## src/rtl/lpif_pkg.sv

```systemverilog
// -----------------------------------------------------------------------------
// lpif_pkg
// Shared definitions for the LPIF transmit path: beat geometry, the MAC state
// code for Active, the packer FSM states, the beat record and a saturating
// end-marker counter helper used by the optional statistics logic.
// -----------------------------------------------------------------------------
package lpif_pkg;

  localparam int         LPIF_BYTES = 64;             // bytes per LPIF beat
  localparam int         LPIF_DW    = LPIF_BYTES / 4; // dword slots per beat
  localparam logic [3:0] STS_ACTIVE = 4'h1;           // pl_state_sts == Active

  typedef enum logic [1:0] {
    IDLE = 2'd0,  // buffer empty
    FILL = 2'd1,  // 1..15 slots used
    SEND = 2'd2   // beat presented to the MAC
  } lpif_tx_state_e;

  typedef struct packed {
    logic [8*LPIF_BYTES-1:0] data;
    logic [LPIF_BYTES-1:0]   valid;
    logic [LPIF_BYTES-1:0]   tlpstart;
    logic [LPIF_BYTES-1:0]   tlpend;
    logic [LPIF_BYTES-1:0]   dlpstart;
    logic [LPIF_BYTES-1:0]   dlpend;
  } lpif_beat_t;

  // Adds the number of set marker bits to a 16-bit counter, sticking at all-ones.
  function automatic logic [15:0] sat_add_cnt(input logic [15:0]           cnt,
                                              input logic [LPIF_BYTES-1:0] marks);
    logic [16:0] sum;
    sum = {1'b0, cnt};
    for (int i = 0; i < LPIF_BYTES; i++) begin
      sum = sum + {16'd0, marks[i]};
    end
    return sum[16] ? 16'hFFFF : sum[15:0];
  endfunction

endpackage

```

## src/rtl/lpif_tx_marker_gen.sv

```systemverilog
// -----------------------------------------------------------------------------
// lpif_tx_marker_gen
// Turns one accepted dword (slot index, sop/eop, packet type) into the byte
// masks it contributes to an LPIF beat.
//   slot          : dword slot 0..15 within the beat
//   sop / eop     : dword starts / ends a packet
//   is_dlp        : packet type (DLP when 1, TLP when 0)
//   valid_mask    : 4 valid bytes for the slot
//   *start_mask   : byte 4*slot set on sop, in the vector chosen by is_dlp
//   *end_mask     : byte 4*slot+3 set on eop, in the vector chosen by is_dlp
// -----------------------------------------------------------------------------
module lpif_tx_marker_gen
  import lpif_pkg::*;
(
  input  logic [3:0]            slot,
  input  logic                  sop,
  input  logic                  eop,
  input  logic                  is_dlp,
  output logic [LPIF_BYTES-1:0] valid_mask,
  output logic [LPIF_BYTES-1:0] tlpstart_mask,
  output logic [LPIF_BYTES-1:0] tlpend_mask,
  output logic [LPIF_BYTES-1:0] dlpstart_mask,
  output logic [LPIF_BYTES-1:0] dlpend_mask
);

  logic [5:0] byte_idx;
  assign byte_idx = {slot, 2'b00};

  always_comb begin
    // NOTE: every output gets a default before any conditional write, so no
    // path leaves a signal unassigned and no latch is inferred.
    valid_mask    = '0;
    tlpstart_mask = '0;
    tlpend_mask   = '0;
    dlpstart_mask = '0;
    dlpend_mask   = '0;
    valid_mask[byte_idx +: 4] = 4'hF;
    if (sop) begin
      if (is_dlp) dlpstart_mask[byte_idx] = 1'b1;
      else        tlpstart_mask[byte_idx] = 1'b1;
    end
    if (eop) begin
      if (is_dlp) dlpend_mask[byte_idx + 6'd3] = 1'b1;
      else        tlpend_mask[byte_idx + 6'd3] = 1'b1;
    end
  end

endmodule

```

## src/rtl/lpif_tx_packer.sv

```systemverilog
// -----------------------------------------------------------------------------
// lpif_tx_packer
// Packs a dword-serial TLP/DLP stream into 512-bit LPIF beats with per-byte
// valid/start/end markers and presents them to the MAC under pl_trdy
// backpressure. Transmits only while the link is up and in Active.
//   LCLK, lpreset        : clock, async active-high reset
//   pl_linkUp/state_sts  : MAC link status; pl_trdy: MAC accepts the beat
//   s_valid/s_ready/...  : dword input (s_data, s_sop, s_eop, s_is_dlp)
//   lp_irdy, lp_data,... : registered beat and byte markers toward the MAC
//   pkt_dropped          : pulse when buffered data is discarded on link loss
//   proto_err            : pulse on sop inside a packet or non-sop while idle
// Optional build macro LPIF_TX_STATS_EN adds tlp_sent_cnt / dlp_sent_cnt,
// saturating counts of end markers in transferred beats.
// -----------------------------------------------------------------------------
module lpif_tx_packer
  import lpif_pkg::*;
#(
  parameter int         BEAT_BYTES = lpif_pkg::LPIF_BYTES,
  parameter logic [3:0] STS_ACTIVE = lpif_pkg::STS_ACTIVE
) (
  input  logic                    LCLK,
  input  logic                    lpreset,
  input  logic                    pl_linkUp,
  input  logic [3:0]              pl_state_sts,
  input  logic                    pl_trdy,
  input  logic                    s_valid,
  output logic                    s_ready,
  input  logic [31:0]             s_data,
  input  logic                    s_sop,
  input  logic                    s_eop,
  input  logic                    s_is_dlp,
  output logic                    lp_irdy,
  output logic [8*BEAT_BYTES-1:0] lp_data,
  output logic [BEAT_BYTES-1:0]   lp_valid,
  output logic [BEAT_BYTES-1:0]   lp_tlpstart,
  output logic [BEAT_BYTES-1:0]   lp_tlpend,
  output logic [BEAT_BYTES-1:0]   lp_dlpstart,
  output logic [BEAT_BYTES-1:0]   lp_dlpend,
  output logic                    pkt_dropped,
  output logic                    proto_err
`ifdef LPIF_TX_STATS_EN
  ,
  output logic [15:0]             tlp_sent_cnt,
  output logic [15:0]             dlp_sent_cnt
`endif
);

  localparam int DW_PER_BEAT = BEAT_BYTES / 4;

  lpif_tx_state_e state_q, state_d;
  lpif_beat_t     beat_q, beat_d;
  logic [4:0]     count_q, count_d;
  logic           in_pkt_q, in_pkt_d;
  logic           is_dlp_q, is_dlp_d;      // type latched at sop, used for eop
  logic           last_eop_q, last_eop_d;  // last written dword closed a packet
  logic           irdy_q, irdy_d;
  logic           drop_q, drop_d;
  logic           perr_q, perr_d;

  logic link_ok, acc, wr, xfer, cur_dlp;
  logic [LPIF_BYTES-1:0] m_valid, m_tlps, m_tlpe, m_dlps, m_dlpe;

  assign link_ok = pl_linkUp && (pl_state_sts == STS_ACTIVE);
  assign s_ready = link_ok && (state_q != SEND);
  assign acc     = s_valid && s_ready;
  // Non-sop dwords outside a packet are consumed but never written.
  assign wr      = acc && (s_sop || in_pkt_q);
  assign xfer    = irdy_q && pl_trdy;
  assign cur_dlp = s_sop ? s_is_dlp : is_dlp_q;

  lpif_tx_marker_gen u_marker_gen (
    .slot          (count_q[3:0]),
    .sop           (s_sop),
    .eop           (s_eop),
    .is_dlp        (cur_dlp),
    .valid_mask    (m_valid),
    .tlpstart_mask (m_tlps),
    .tlpend_mask   (m_tlpe),
    .dlpstart_mask (m_dlps),
    .dlpend_mask   (m_dlpe)
  );

  always_comb begin
    state_d    = state_q;
    beat_d     = beat_q;
    count_d    = count_q;
    in_pkt_d   = in_pkt_q;
    is_dlp_d   = is_dlp_q;
    last_eop_d = last_eop_q;
    irdy_d     = irdy_q;
    drop_d     = 1'b0;
    perr_d     = acc && (s_sop ? in_pkt_q : !in_pkt_q);

    unique case (state_q)
      IDLE, FILL: begin
        if (state_q == FILL && !link_ok) begin
          state_d    = IDLE;
          beat_d     = '0;
          count_d    = '0;
          last_eop_d = 1'b0;
          in_pkt_d   = 1'b0;
          drop_d     = 1'b1;
        end else if (wr) begin
          beat_d.data[{count_q[3:0], 5'b0} +: 32] = s_data;
          beat_d.valid    = beat_q.valid    | m_valid;
          beat_d.tlpstart = beat_q.tlpstart | m_tlps;
          beat_d.tlpend   = beat_q.tlpend   | m_tlpe;
          beat_d.dlpstart = beat_q.dlpstart | m_dlps;
          beat_d.dlpend   = beat_q.dlpend   | m_dlpe;
          count_d    = count_q + 5'd1;
          in_pkt_d   = !s_eop;
          last_eop_d = s_eop;
          if (s_sop) is_dlp_d = s_is_dlp;
          if (count_q == 5'(DW_PER_BEAT - 1)) begin
            state_d = SEND;
            irdy_d  = 1'b1;
          end else begin
            state_d = FILL;
          end
        end else if (state_q == FILL && last_eop_q && !s_valid) begin
          // A packet just ended and nothing follows: ship the partial beat.
          state_d = SEND;
          irdy_d  = 1'b1;
        end
      end
      SEND: begin
        // A completing transfer wins over a same-cycle link loss.
        if (xfer || !link_ok) begin
          state_d    = IDLE;
          beat_d     = '0;
          count_d    = '0;
          last_eop_d = 1'b0;
          irdy_d     = 1'b0;
          if (!xfer) begin
            in_pkt_d = 1'b0;
            drop_d   = 1'b1;
          end
        end
      end
      default: state_d = IDLE;
    endcase
  end

  // NOTE: the beat buffer is reset like any other register because unused
  // slots must read back as zero data and zero markers.
  always_ff @(posedge LCLK or posedge lpreset) begin
    if (lpreset) begin
      state_q    <= IDLE;
      beat_q     <= '0;
      count_q    <= '0;
      in_pkt_q   <= 1'b0;
      is_dlp_q   <= 1'b0;
      last_eop_q <= 1'b0;
      irdy_q     <= 1'b0;
      drop_q     <= 1'b0;
      perr_q     <= 1'b0;
    end else begin
      // NOTE: non-blocking assignments so every flop samples pre-edge values.
      state_q    <= state_d;
      beat_q     <= beat_d;
      count_q    <= count_d;
      in_pkt_q   <= in_pkt_d;
      is_dlp_q   <= is_dlp_d;
      last_eop_q <= last_eop_d;
      irdy_q     <= irdy_d;
      drop_q     <= drop_d;
      perr_q     <= perr_d;
    end
  end

  assign lp_irdy     = irdy_q;
  assign lp_data     = beat_q.data;
  assign lp_valid    = beat_q.valid;
  assign lp_tlpstart = beat_q.tlpstart;
  assign lp_tlpend   = beat_q.tlpend;
  assign lp_dlpstart = beat_q.dlpstart;
  assign lp_dlpend   = beat_q.dlpend;
  assign pkt_dropped = drop_q;
  assign proto_err   = perr_q;

`ifdef LPIF_TX_STATS_EN
  logic [15:0] tlp_cnt_q, tlp_cnt_d, dlp_cnt_q, dlp_cnt_d;

  always_comb begin
    tlp_cnt_d = tlp_cnt_q;
    dlp_cnt_d = dlp_cnt_q;
    if (xfer) begin
      tlp_cnt_d = sat_add_cnt(tlp_cnt_q, beat_q.tlpend);
      dlp_cnt_d = sat_add_cnt(dlp_cnt_q, beat_q.dlpend);
    end
  end

  always_ff @(posedge LCLK or posedge lpreset) begin
    if (lpreset) begin
      tlp_cnt_q <= '0;
      dlp_cnt_q <= '0;
    end else begin
      tlp_cnt_q <= tlp_cnt_d;
      dlp_cnt_q <= dlp_cnt_d;
    end
  end

  assign tlp_sent_cnt = tlp_cnt_q;
  assign dlp_sent_cnt = dlp_cnt_q;
`endif

endmodule

```

## config.mk

```make
export PLATFORM = sky130hd
export DESIGN_NAME = lpif_tx_packer
export DESIGN_NICKNAME = d
export VERILOG_FILES = /design/src/rtl/lpif_pkg.sv /design/src/rtl/lpif_tx_marker_gen.sv /design/src/rtl/lpif_tx_packer.sv
export SDC_FILE = /design/constraint.sdc
export NUM_CORES = 1
export LEC_CHECK = 0
export CAP_MARGIN = 20
export CELL_PAD_IN_SITES_DETAIL_PLACEMENT = 1
export CELL_PAD_IN_SITES_GLOBAL_PLACEMENT = 2
export CORE_AREA = 4 4 345 347
export DETAILED_ROUTE_END_ITERATION = 7
export DIE_AREA = 0 0 349 351
export PLACE_DENSITY_LB_ADDON = 0.1
export SYNTH_ARGS = -nofsm -noshare
export SYNTH_HDL_FRONTEND = slang
export SYNTH_SLANG_ARGS = --single-unit
```

## constraint.sdc

```tcl
create_clock -name LCLK -period 26.2 [get_ports LCLK]
set_input_delay 5.24 -clock LCLK [delete_from_list [all_inputs] [get_ports LCLK]]
set_output_delay 5.24 -clock LCLK [all_outputs]
set_load 0.02 [all_outputs]
```

# == Word-level counts from Yosys, hierarchy flattened ==
# Index checks and enable logic that the tools add are counted.
# op_classes
addsub,4
n_lt_le_gt_ge,4
eq_ne,12
shift,4
n_mux,47
n_bitwise,7
n_reduce_logical,25
# ops
operator,count
$mux 832,3
$pmux 832 s2,1
$bwmux 512,1
$shift 32x11->512 const A,1
$shiftx 32x11->512,1
$mux 64,5
$or 64x64->64,5
$mux 61,3
$and 64x64->64,1
$shift 4x8->64 const A,1
$shiftx 4x8->64 const A,1
$mux 1,18
$mux 5,3
$lt 6x7->1 const B,2
$ge 6x1->1 const B,2
$logic_and 1x1->1,11
$neg 9->11,1
$mux 2,5
$pmux 5 s2,1
$ne 3x3->1 const B,3
$ne 2x2->1 const B,4
$neg 6->8,1
$pmux 1 s2,4
$add 6x2->6 const B,1
19 further kinds,24
# totals
ff_bits,845
output_inout_bits,836
elab_cells,117

# == Longest topological paths before layout ==
# Gate-level depths: netlist of the first run.
# depth
word_depth,11
depth_mapped,11

# == Modules after synthesis ==
# Synthesis of the first run repeated with hierarchy kept, for this count alone.
# unflattened
hier_cells,2956
hier_area_um2,33926.3
# modules_own_cells
mod,instances,cells_per_inst,area_per_inst_um2,seq_area_each_um2
lpif_tx_packer,1,2559,31295.0,21145.3
lpif_tx_marker_gen,1,397,2631.3,0.0

# == Worst setup path before layout of the first run ==
# No wires, ideal clock.
# synth_timing
path_type,input to output
startpoint,in pl_state_sts[1]
endpoint,out s_ready
t_arrival_ns,6.061
required_time_ns,20.960
path_slack_ns,14.899
stages,3
cell_sequence,nor3b_1 > nand2_1 > nor2_1
# synth_between
elab_chain_len,3
# synth_rtl
element,line_no,rtl
"start, declared",lpif_tx_packer.sv:24,"input logic [3:0] pl_state_sts,"
$eq 4x1->1,lpif_tx_packer.sv:63,assign link_ok = pl_linkUp && (pl_state_sts == STS_ACTIVE);
$logic_and 1x1->1,lpif_tx_packer.sv:63,
$logic_and 1x1->1,lpif_tx_packer.sv:64,assign s_ready = link_ok && (state_q != SEND);
"end, declared",lpif_tx_packer.sv:27,"output logic s_ready,"
# Every way passes these cells.

# == Final worst setup path of the first run ==
# layout_timing
startpoint,in pl_linkUp
endpoint,out s_ready
# layout_between
elab_chain_len,2
# layout_rtl
element,line_no,rtl
"start, declared",lpif_tx_packer.sv:23,"input logic pl_linkUp,"
$logic_and 1x1->1,lpif_tx_packer.sv:63,
$logic_and 1x1->1,lpif_tx_packer.sv:64,
# Every way passes these cells.

==> results_dict.tcl, run 1 <==
set metrics [dict create \
    clk_pin_slew_ns 0.05 \
    clock_latency_ns 0.64 \
    ys_seq_area_share_pct 61.8 \
    slew-limit-headroom_pct 27.9 \
    finalNetCount 2990 \
    initial_core_util_pct 22.8 \
    grtUsageTotal_pct 19.8 \
    yosysTopAreaCellShare_pct 61.8 \
    multi_input_area_mm2 0.00840 \
    final-seq-area_mm2 0.0163 \
    ys_ff_latch 653 \
    cts_resized 0 \
    crit_path_start_kind "primary input" \
    tritoncts "built" \
    numPortBuffers 687 \
    ys_async_sr_fraction_pct 100 \
    rsz0062_at_grt "false" \
    grt_pass1_vias 22164 \
    row_count 125 \
    synth-edff-count 0 \
    drc 0 \
    cts_htree_levels 3 \
    yosysWarnings 0 \
    ant_nets 0 \
    cts.sinks 653 \
    fin_tns_setup_ns 0 \
    critPathRequiredTime_ns 20.96 \
    leakagePower_nw 16.8 \
    place_hpwl_um 87100 \
    grt_pass1_wl_um 176000 \
    wirelength_um 125000 \
    worstMarginPinSlew_ns 1.08 \
    max_stage_delay_ns 0.63 \
    path_cells "clkdlybuf4s50_1 -> nor3b_1 -> nand2_1 -> nor2_1 -> clkdlybuf4s50_1" \
    max-vdd-ir-drop_uv 38.7 \
    finalCriticalPeriod_ns 12.52 \
    ctsRootBufferMaster "clkbuf_16" \
    hold_violations 0 \
    gp_congestion 0.796 \
    die-area_mm2 0.122 \
    finalClockSkew_ns 0.0222 \
    cts_buffer_depth 3 \
    antenna_found_initial 7 \
    path_class "in2out" \
    yosysTopAreaCell "dfrtp_1" \
    min_path_type "reg2reg" \
    fmax_mhz 79.9 \
    cp_max_fo 5 \
    drv_cap 0 \
    post_cts_buffers 0 \
    grt_max_degree 101 \
    wl_per_cell_um 27.6 \
    end_kind "output port" \
    synth_flop_cell "dfrtp_1" \
    cts_made_buffers 82 \
    num_vias 20607 \
    cp_slowest_cell "clkdlybuf4s50_1" \
    core_mm2 0.116 \
    avgSynthCellArea_um2 11.5 \
    power_density_mw_per_mm2 68.3 \
    area_growth_syn_to_layout_pct 40.2 \
    status "complete, no violations" \
    setup_viol 0 \
    nFillCells 12688 \
    synth_cell_types 64 \
    finalMaxSlewViolations 0 \
    syn_area_mm2 0.0264 \
    final_core_util_pct 32.0 \
    first_pass_iters 5 \
    synthTopCellsByArea "dfrtp_1 (62%), a22o_1 (10%), buf_4 (5.5%), nand2_1 (3.9%), nand3_1 (2.9%)" \
    drtIter0Drc 1131 \
    syn_inst 2297 \
    crit_path_frequent_cell "clkdlybuf4s50_1" \
    gr-total-overflow 0 \
    die_h_um 351 \
    die_w_um 349 \
    worst_ep_arrival_time_ns 7.28 \
    avgViaCountPerCell 4.55 \
    io_pins 880 \
    fin_crit_sh_pct 47.8 \
    cts.hold.buffers_added 0 \
    drive_gt1_share_pct 9.27 \
]
[critical path: cells and delay by family]
family        cells  cell delay (ns)
simple gates      3             0.92
buf+inv           2             1.12
[metal layers]
| metal | share of wire (%) | GRT usage, % | vias up |
|---|---|---|---|
| met3 | 7.6 | 6.16 | 159 |
| met2 | 48 | 33.6 | 757 |
| met1 | 41 | 24.1 | 10822 |
| met4 | 3.3 | 6.14 | 0 |
| met5 | 0 | 0 | - |
| li1 | - | - | 8869 |
[worst paths after layout]
path                         startpoint           end  slack, ns  cells after the start
setup / recovery              pl_linkUp       s_ready      13.68                      5
hold / removal             lp_valid[16]  lp_valid[16]       0.47                      2
setup reg to reg             count_q[0]  lp_data[127]      22.02                      7
hold reg to reg            lp_valid[16]  lp_valid[16]       0.47                      2
max in group asynchronous       lpreset   lp_data[68]      18.20                      5
min in group asynchronous       lpreset  lp_valid[24]       5.14                      2
[metrics by stage]
step	instance area, um2	setup WS [ns]	cells	hold WS, ns	total power, mW
after floorplan	27200	2.66	2488	0.449	1.27
after global placement	34300	13.73	4375	0.454	1.41
after detailed placement	34300	13.69	4375	0.459	1.41
after CTS	37000	13.67	4519	0.475	2.58
after global routing	37100	13.58	4524	0.502	2.64
final	37100	13.68	4526	0.472	2.53
[cell type report]
cell class              count  area share (%)
flip-flops and latches    653            44.1
inverters                  74           0.770
multi-input cells        1371            22.7
clock inverters            21           0.739
diodes                      2          0.0135
clock buffers             123            6.41
repair buffers            758            20.2
well taps                1524            5.14
[power by group]
group | internal, mW | total (mW) | switching, mW
combinational | 0.0893 | 0.335 | 0.245
clock | 0.682 | 1.14 | 0.456
sequential | 1.04 | 1.06 | 0.0201
total | 1.81 | 2.53 | 0.721
[logic make-up (layout without fill, tap and decap cells)]
| family | after synthesis | count (layout) | synth area share (%) |
|---|---|---|---|
| flops | 653 | 653 | 61.8 |
| compound gates | 556 | 556 | 16.6 |
| other cells | 1 | 194 | 0.0142 |
| buf+inv | 464 | 976 | 9.86 |
| simple gates | 581 | 581 | 9.93 |
| xor+xnor | 2 | 2 | 0.0662 |
| fa+ha+maj | 6 | 6 | 0.284 |
| mux | 34 | 34 | 1.44 |
[cell usage in the layout (no fill, tap or decap), types with 3 or more instances in the layout]
cell type,Yosys,routed
buf_16,0,3
o31ai_1,3,3
bufinv_16,0,6
inv_1,74,73
mux2_1,20,20
and3_1,6,5
nand3_2,1,3
clkbuf_16,0,82
o21ai_1,3,3
a31oi_4,1,5
a31oi_1,25,20
o2bb2ai_2,30,30
nand2b_1,8,8
conb_1,1,192
nor3_1,3,3
clkdlybuf4s50_1,0,687
nor2b_1,6,5
or2_1,3,3
nor2_1,85,79
mux2_2,13,13
a21oi_1,18,17
nor3b_1,3,3
nand3_1,152,150
clkbuf_1,107,24
a22o_1,311,311
nand2_1,274,274
ha_1,6,6
nor2_4,0,7
dfrtp_1,653,653
clkbuf_8,0,17
o21ai_0,141,141
buf_4,192,67
a21o_1,6,6
and2_2,0,6
and2_1,12,5
nand4_1,8,8
clkinv_2,0,12
[synth_stat cells (20+ instances only)]
library cell and instances:
a22o_1 311, clkbuf_1 107, buf_2 81, a31oi_1 25
buf_4 192, nand3_1 152, nor2_1 85, dfrtp_1 653
mux2_1 20, o21ai_0 141, nand2_1 274, inv_1 74
o2bb2ai_2 30
[registers in the layout, summed over array words and instances, names as in the netlist]
register and cells:
count_q 5, in_pkt_q 1, is_dlp_q 1, last_eop_q 1
lp_data 512, lp_dlpend 16, lp_dlpstart 16, lp_irdy 1
lp_tlpend 16, lp_tlpstart 16, lp_valid 64, pkt_dropped 1
proto_err 1, state_q 2
Power figures use the tool's default switching activity.
==> run 2, diff against run 1 <==
CORE_AREA = 4 4 344 346   (was 4 4 345 347)
DIE_AREA = 0 0 348 350   (was 0 0 349 351)
clock period = 11.4 ns   (was 26.2 ns; I/O delays follow)
==> run 2 against run 1 <==
Effect of this change:
- die area down 0.57%
- sequential cell count unchanged
- global-route usage about the same
- clock-buffer cell count down 5
- clock power up 130%
- first-iteration DRC count down 2.5%
- worst hold slack worse by 0.0046 ns
==> results_dict.tcl, run 2 (synthesis gave the netlist of run 1 again) <==
set metrics [dict create \
    ant_nets 0 \
    power_density_mw_per_mm2 157 \
    numPortBuffers 687 \
    die-area_mm2 0.122 \
    post_cts_buffers 0 \
    gp_congestion 0.778 \
    cts.hold.buffers_added 0 \
    fin_tns_setup_ns 0 \
    cts_buffer_depth 3 \
    critPathRequiredTime_ns 9.12 \
    gr-total-overflow 0 \
    cts.sinks 653 \
    io_pins 880 \
    largest_reg_flops 512 \
    min_from "lp_valid[52]" \
    final_common_cell "clkdlybuf4s50_1" \
    num_vias 20571 \
    cts_made_buffers 81 \
    clk_pin_slew_ns 0.05 \
    finalMaxSlewViolations 0 \
    rsz0062_at_grt "false" \
    antenna_found_initial 12 \
    place_hpwl_um 86000 \
    tritoncts "built" \
    worst_hold_path.num_cells 2 \
    worst_hold_slack_ns 0.468 \
    worstMarginPinSlew_ns 1.12 \
    holdPathEnd "lp_valid[52]" \
    drtIter0Drc 1103 \
    cts_htree_levels 3 \
    r2r-end "lp_data[127]" \
    core_mm2 0.115 \
    first_pass_iters 5 \
    max-vdd-ir-drop_uv 88.8 \
    finalClockSkew_ns 0.0315 \
    leakagePower_nw 16.8 \
    grt_pass1_vias 21822 \
    avgViaCountPerCell 4.55 \
    clock_latency_ns 0.65 \
    fin_crit_sh_pct 58.0 \
    grt_pass1_wl_um 174000 \
    r2r_start "count_q[0]" \
    hold_violations 0 \
    reg2reg_depth 7 \
    r2r_slack_ns 7.48 \
    path_class "in2out" \
    status "complete, no violations" \
    cp_max_fo 5 \
    area_growth_syn_to_layout_pct 40.1 \
    slew-limit-headroom_pct 25.1 \
    die_w_um 348 \
    end_kind "output port" \
    fmax_mhz 151 \
    setup_viol 0 \
    worst_ep_arrival_time_ns 4.33 \
    wl_per_cell_um 27.4 \
    finalNetCount 2980 \
    row_count 125 \
    initial_core_util_pct 22.9 \
    final_cell_mix "clkdlybuf4s50_1 (687), dfrtp_1 (653), a22o_1 (311), nand2_1 (274), conb_1 (192)" \
    finalCriticalPeriod_ns 6.61 \
    ctsRootBufferMaster "clkbuf_16" \
    drv_cap 0 \
    grt_max_degree 169 \
    grtUsageTotal_pct 19.8 \
    drc 0 \
    drive_gt1_share_pct 9.26 \
    min_path_type "reg2reg" \
    wirelength_um 124000 \
    cts_resized 0 \
    crit_path_start_kind "primary input" \
    die_h_um 350 \
]
[run 2: critical path, stage by stage]
cell,delay (ns)
clkdlybuf4s50_1,0.50
nor3b_1,0.45
nand2_1,0.27
nor2_1,0.19
clkdlybuf4s50_1,0.63
[run 2: cell type report]
type,count,area [um2]
flip-flops and latches,653,16300
fillers,12650,78400
diodes,6,15.0
repair buffers,749,7410
well taps,1524,1910
multi-input cells,1371,8400
clock buffers,118,2390
clock inverters,27,318
inverters,74,282
[run 2: report_power, final]
group / total, mW / switching [mW] / internal, mW
combinational: 0.768 / 0.562 / 0.205
clock: 2.63 / 1.06 / 1.57
sequential: 2.43 / 0.0446 / 2.38
[run 2: how the worst max path moves through the flow]
stage / startpoint / end / slack [ns] / depth (start not counted)
final: pl_linkUp / s_ready / 4.79 / 5
after detailed placement: pl_linkUp / s_ready / 4.83 / 5
after global routing: pl_linkUp / s_ready / 4.68 / 5
after floorplan: lpreset / count_q[0] / 0.20 / 1
after global placement: pl_linkUp / s_ready / 4.82 / 5
after CTS: pl_linkUp / s_ready / 4.82 / 5
[run 2: per-stage QoR]
stage / instances / util, % / power (mW) / area (um2) / setup slack (ns)
floorplan: 2488 / - / 2.91 / 27200 / 0.195
global placement: 4368 / 29.7 / 3.24 / 34300 / 4.82
detailed placement: 4369 / 29.7 / 3.25 / 34300 / 4.83
CTS: 4514 / 32.1 / 5.93 / 37000 / 4.82
global route: 4517 / 32.1 / 6.08 / 37000 / 4.68
finish: 4522 / 32.1 / 5.82 / 37100 / 4.79
[run 2: layer usage]
metal	track usage [%]	share of wire, %	vias up
li1	-	-	8875
met1	24.5	41	10809
met2	33.1	48	752
met3	5.64	7.5	135
met4	6.83	3.2	0
met5	0	0	-
==> run 3, diff against run 2 <==
clock period = 5.3 ns   (was 11.4 ns; I/O delays follow)
==> run 3 against run 2 <==
Effect of this change:
- first-iteration DRC count decreased by 1.3%
- clock power increased by 130%
- wire length increased by 1.5%
- sequential cell count unchanged
- worst hold slack got worse by 0.0029 ns
- register-to-register slack got worse by 6.0 ns
- via count increased by 0.30%
- sequential share of layout area decreased by 0.41 points
- largest power group unchanged
- design area increased by 0.94%
==> results_dict.tcl, run 3 (synthesis gave the netlist of run 1 again) <==
set metrics [dict create \
    status "complete, no violations" \
    cts.hold.buffers_added 0 \
    die-area_mm2 0.122 \
    path_class "in2out" \
    clk_pin_slew_ns 0.05 \
    tritoncts "built" \
    cp_num_buf_inv 2 \
    finalNetCount 2999 \
    final_common_cell "clkdlybuf4s50_1" \
    post_cts_buffers 0 \
    antenna_found_initial 13 \
    gr-total-overflow 0 \
    r2r-end "lp_data[58]" \
    max_stage_delay_ns 0.68 \
    place_hpwl_um 88600 \
    min_from "lp_valid[56]" \
    largest_reg_flops 512 \
    crit_path_start_kind "primary input" \
    finalCriticalPeriod_ns 4.24 \
    row_count 125 \
    worst_ep_arrival_time_ns 3.18 \
    io_pins 880 \
    path_cells "clkdlybuf4s50_1 -> nor3b_1 -> nand2_1 -> nor2_1 -> clkdlybuf4s50_1" \
    power_density_mw_per_mm2 343 \
    die_w_um 348 \
    slew-limit-headroom_pct 26.7 \
    dr_wl_met3_um 8580 \
    grtUsageTotal_pct 20.0 \
    core_mm2 0.115 \
    min_path_type "reg2reg" \
    drc 0 \
    grt_max_degree 117 \
    worst_hold_path.num_cells 2 \
    reg2reg_depth 7 \
    cp_max_fo 5 \
    leakagePower_nw 17.0 \
    cts_buffer_depth 3 \
    grt_pass1_wl_um 175000 \
    fmax_mhz 236 \
    drtIter0Drc 1089 \
    cp_slowest_cell "clkdlybuf4s50_1" \
    setup_viol 0 \
    ctsRootBufferMaster "clkbuf_16" \
    worst_hold_slack_ns 0.465 \
    first_pass_iters 5 \
    critPathRequiredTime_ns 4.24 \
    numPortBuffers 687 \
    gp_congestion 0.818 \
    rsz0062_at_grt "false" \
    cts_htree_levels 3 \
    wl_met1_um 52900 \
    worstMarginPinSlew_ns 1.10 \
    holdPathEnd "lp_valid[56]" \
    cts.sinks 653 \
    finalMaxSlewViolations 0 \
    cts_made_buffers 82 \
    wl_per_cell_um 27.7 \
    dp_cells 4388 \
    drv_cap 0 \
    initial_core_util_pct 22.9 \
    end_kind "output port" \
    ant_nets 0 \
    route.met2.wl_um 59600 \
    instances_no_fill 4540 \
    crit_path_frequent_cell "clkdlybuf4s50_1" \
    hold_violations 0 \
    avgViaCountPerCell 4.54 \
    fin_crit_sh_pct 80.1 \
    cp_top_family "buffers and inverters" \
    clock_latency_ns 0.67 \
    max-vdd-ir-drop_uv 189 \
    wirelength_um 126000 \
    num_vias 20633 \
    final_cell_mix "clkdlybuf4s50_1 (687), dfrtp_1 (653), a22o_1 (311), nand2_1 (274), conb_1 (192)" \
    finalClockSkew_ns 0.0299 \
    top_layer_used "met4" \
    r2r_start "count_q[0]" \
    grt_pass1_vias 21810 \
    drive_gt1_share_pct 9.92 \
    critPathLaunch "pl_linkUp" \
    die_h_um 350 \
    area_growth_syn_to_layout_pct 41.4 \
    cts_resized 0 \
    r2r_slack_ns 1.48 \
]
-- run 3: power breakdown --
group          internal [mW]  switching (mW)  leakage, nW
logic                  0.463            1.21         6.49
registers               5.13           0.105         9.09
clock network           3.61            2.31         1.40
total                   9.20            3.63         17.0
-- run 3: how the worst max path moves through the flow --
stage | to | slack [ns] | cells after the start
floorplan | count_q[0] | -4.68 | 1
CTS | s_ready | 1.05 | 5
detailed placement | lp_data[106] | 0.79 | 9
finish | s_ready | 1.06 | 5
global route | s_ready | 0.92 | 5
global placement | lp_data[109] | 0.84 | 9
-- run 3: per-stage QoR --
step | area [um2] | worst slack, ns | power, mW | util [%] | TNS (ns)
2_1_floorplan | 27200 | -4.68 | 6.26 | - | -3059.02
6_report | 37400 | 1.06 | 12.8 | 32.4 | 0
4_1_cts | 37400 | 1.05 | 13.1 | 32.4 | 0
3_3_place_gp | 34500 | 0.835 | 7.00 | 29.9 | 0
5_1_grt | 37400 | 0.924 | 13.4 | 32.4 | 0
3_5_place_dp | 34500 | 0.791 | 7.02 | 29.9 | 0
-- run 3: final cells by class --
cell class	instances	area, um2
well taps	1524	1910
fillers	12633	78000
clock inverters	26	370
multi-input cells	1371	8400
repair buffers	767	7630
clock buffers	124	2470
diodes	1	2.50
inverters	74	282
flip-flops and latches	653	16300
-- run 3: worst reg2reg max path, cell delays in order (launching register included) --
cell and delay [ns]:
dfrtp_1 0.66, inv_1 0.23, ha_1 0.49, or2_1 0.35, o31ai_1 0.59, nand3_2 0.33
and2_2 0.62, a22o_1 0.41
-- run 3: routing by layer --
metal / GRT usage [%] / vias up
met3: 5.54 / 170
met4: 7.25 / 0
met5: 0 / -
met1: 25.0 / 10761
met2: 33.0 / 780
li1: - / 8922
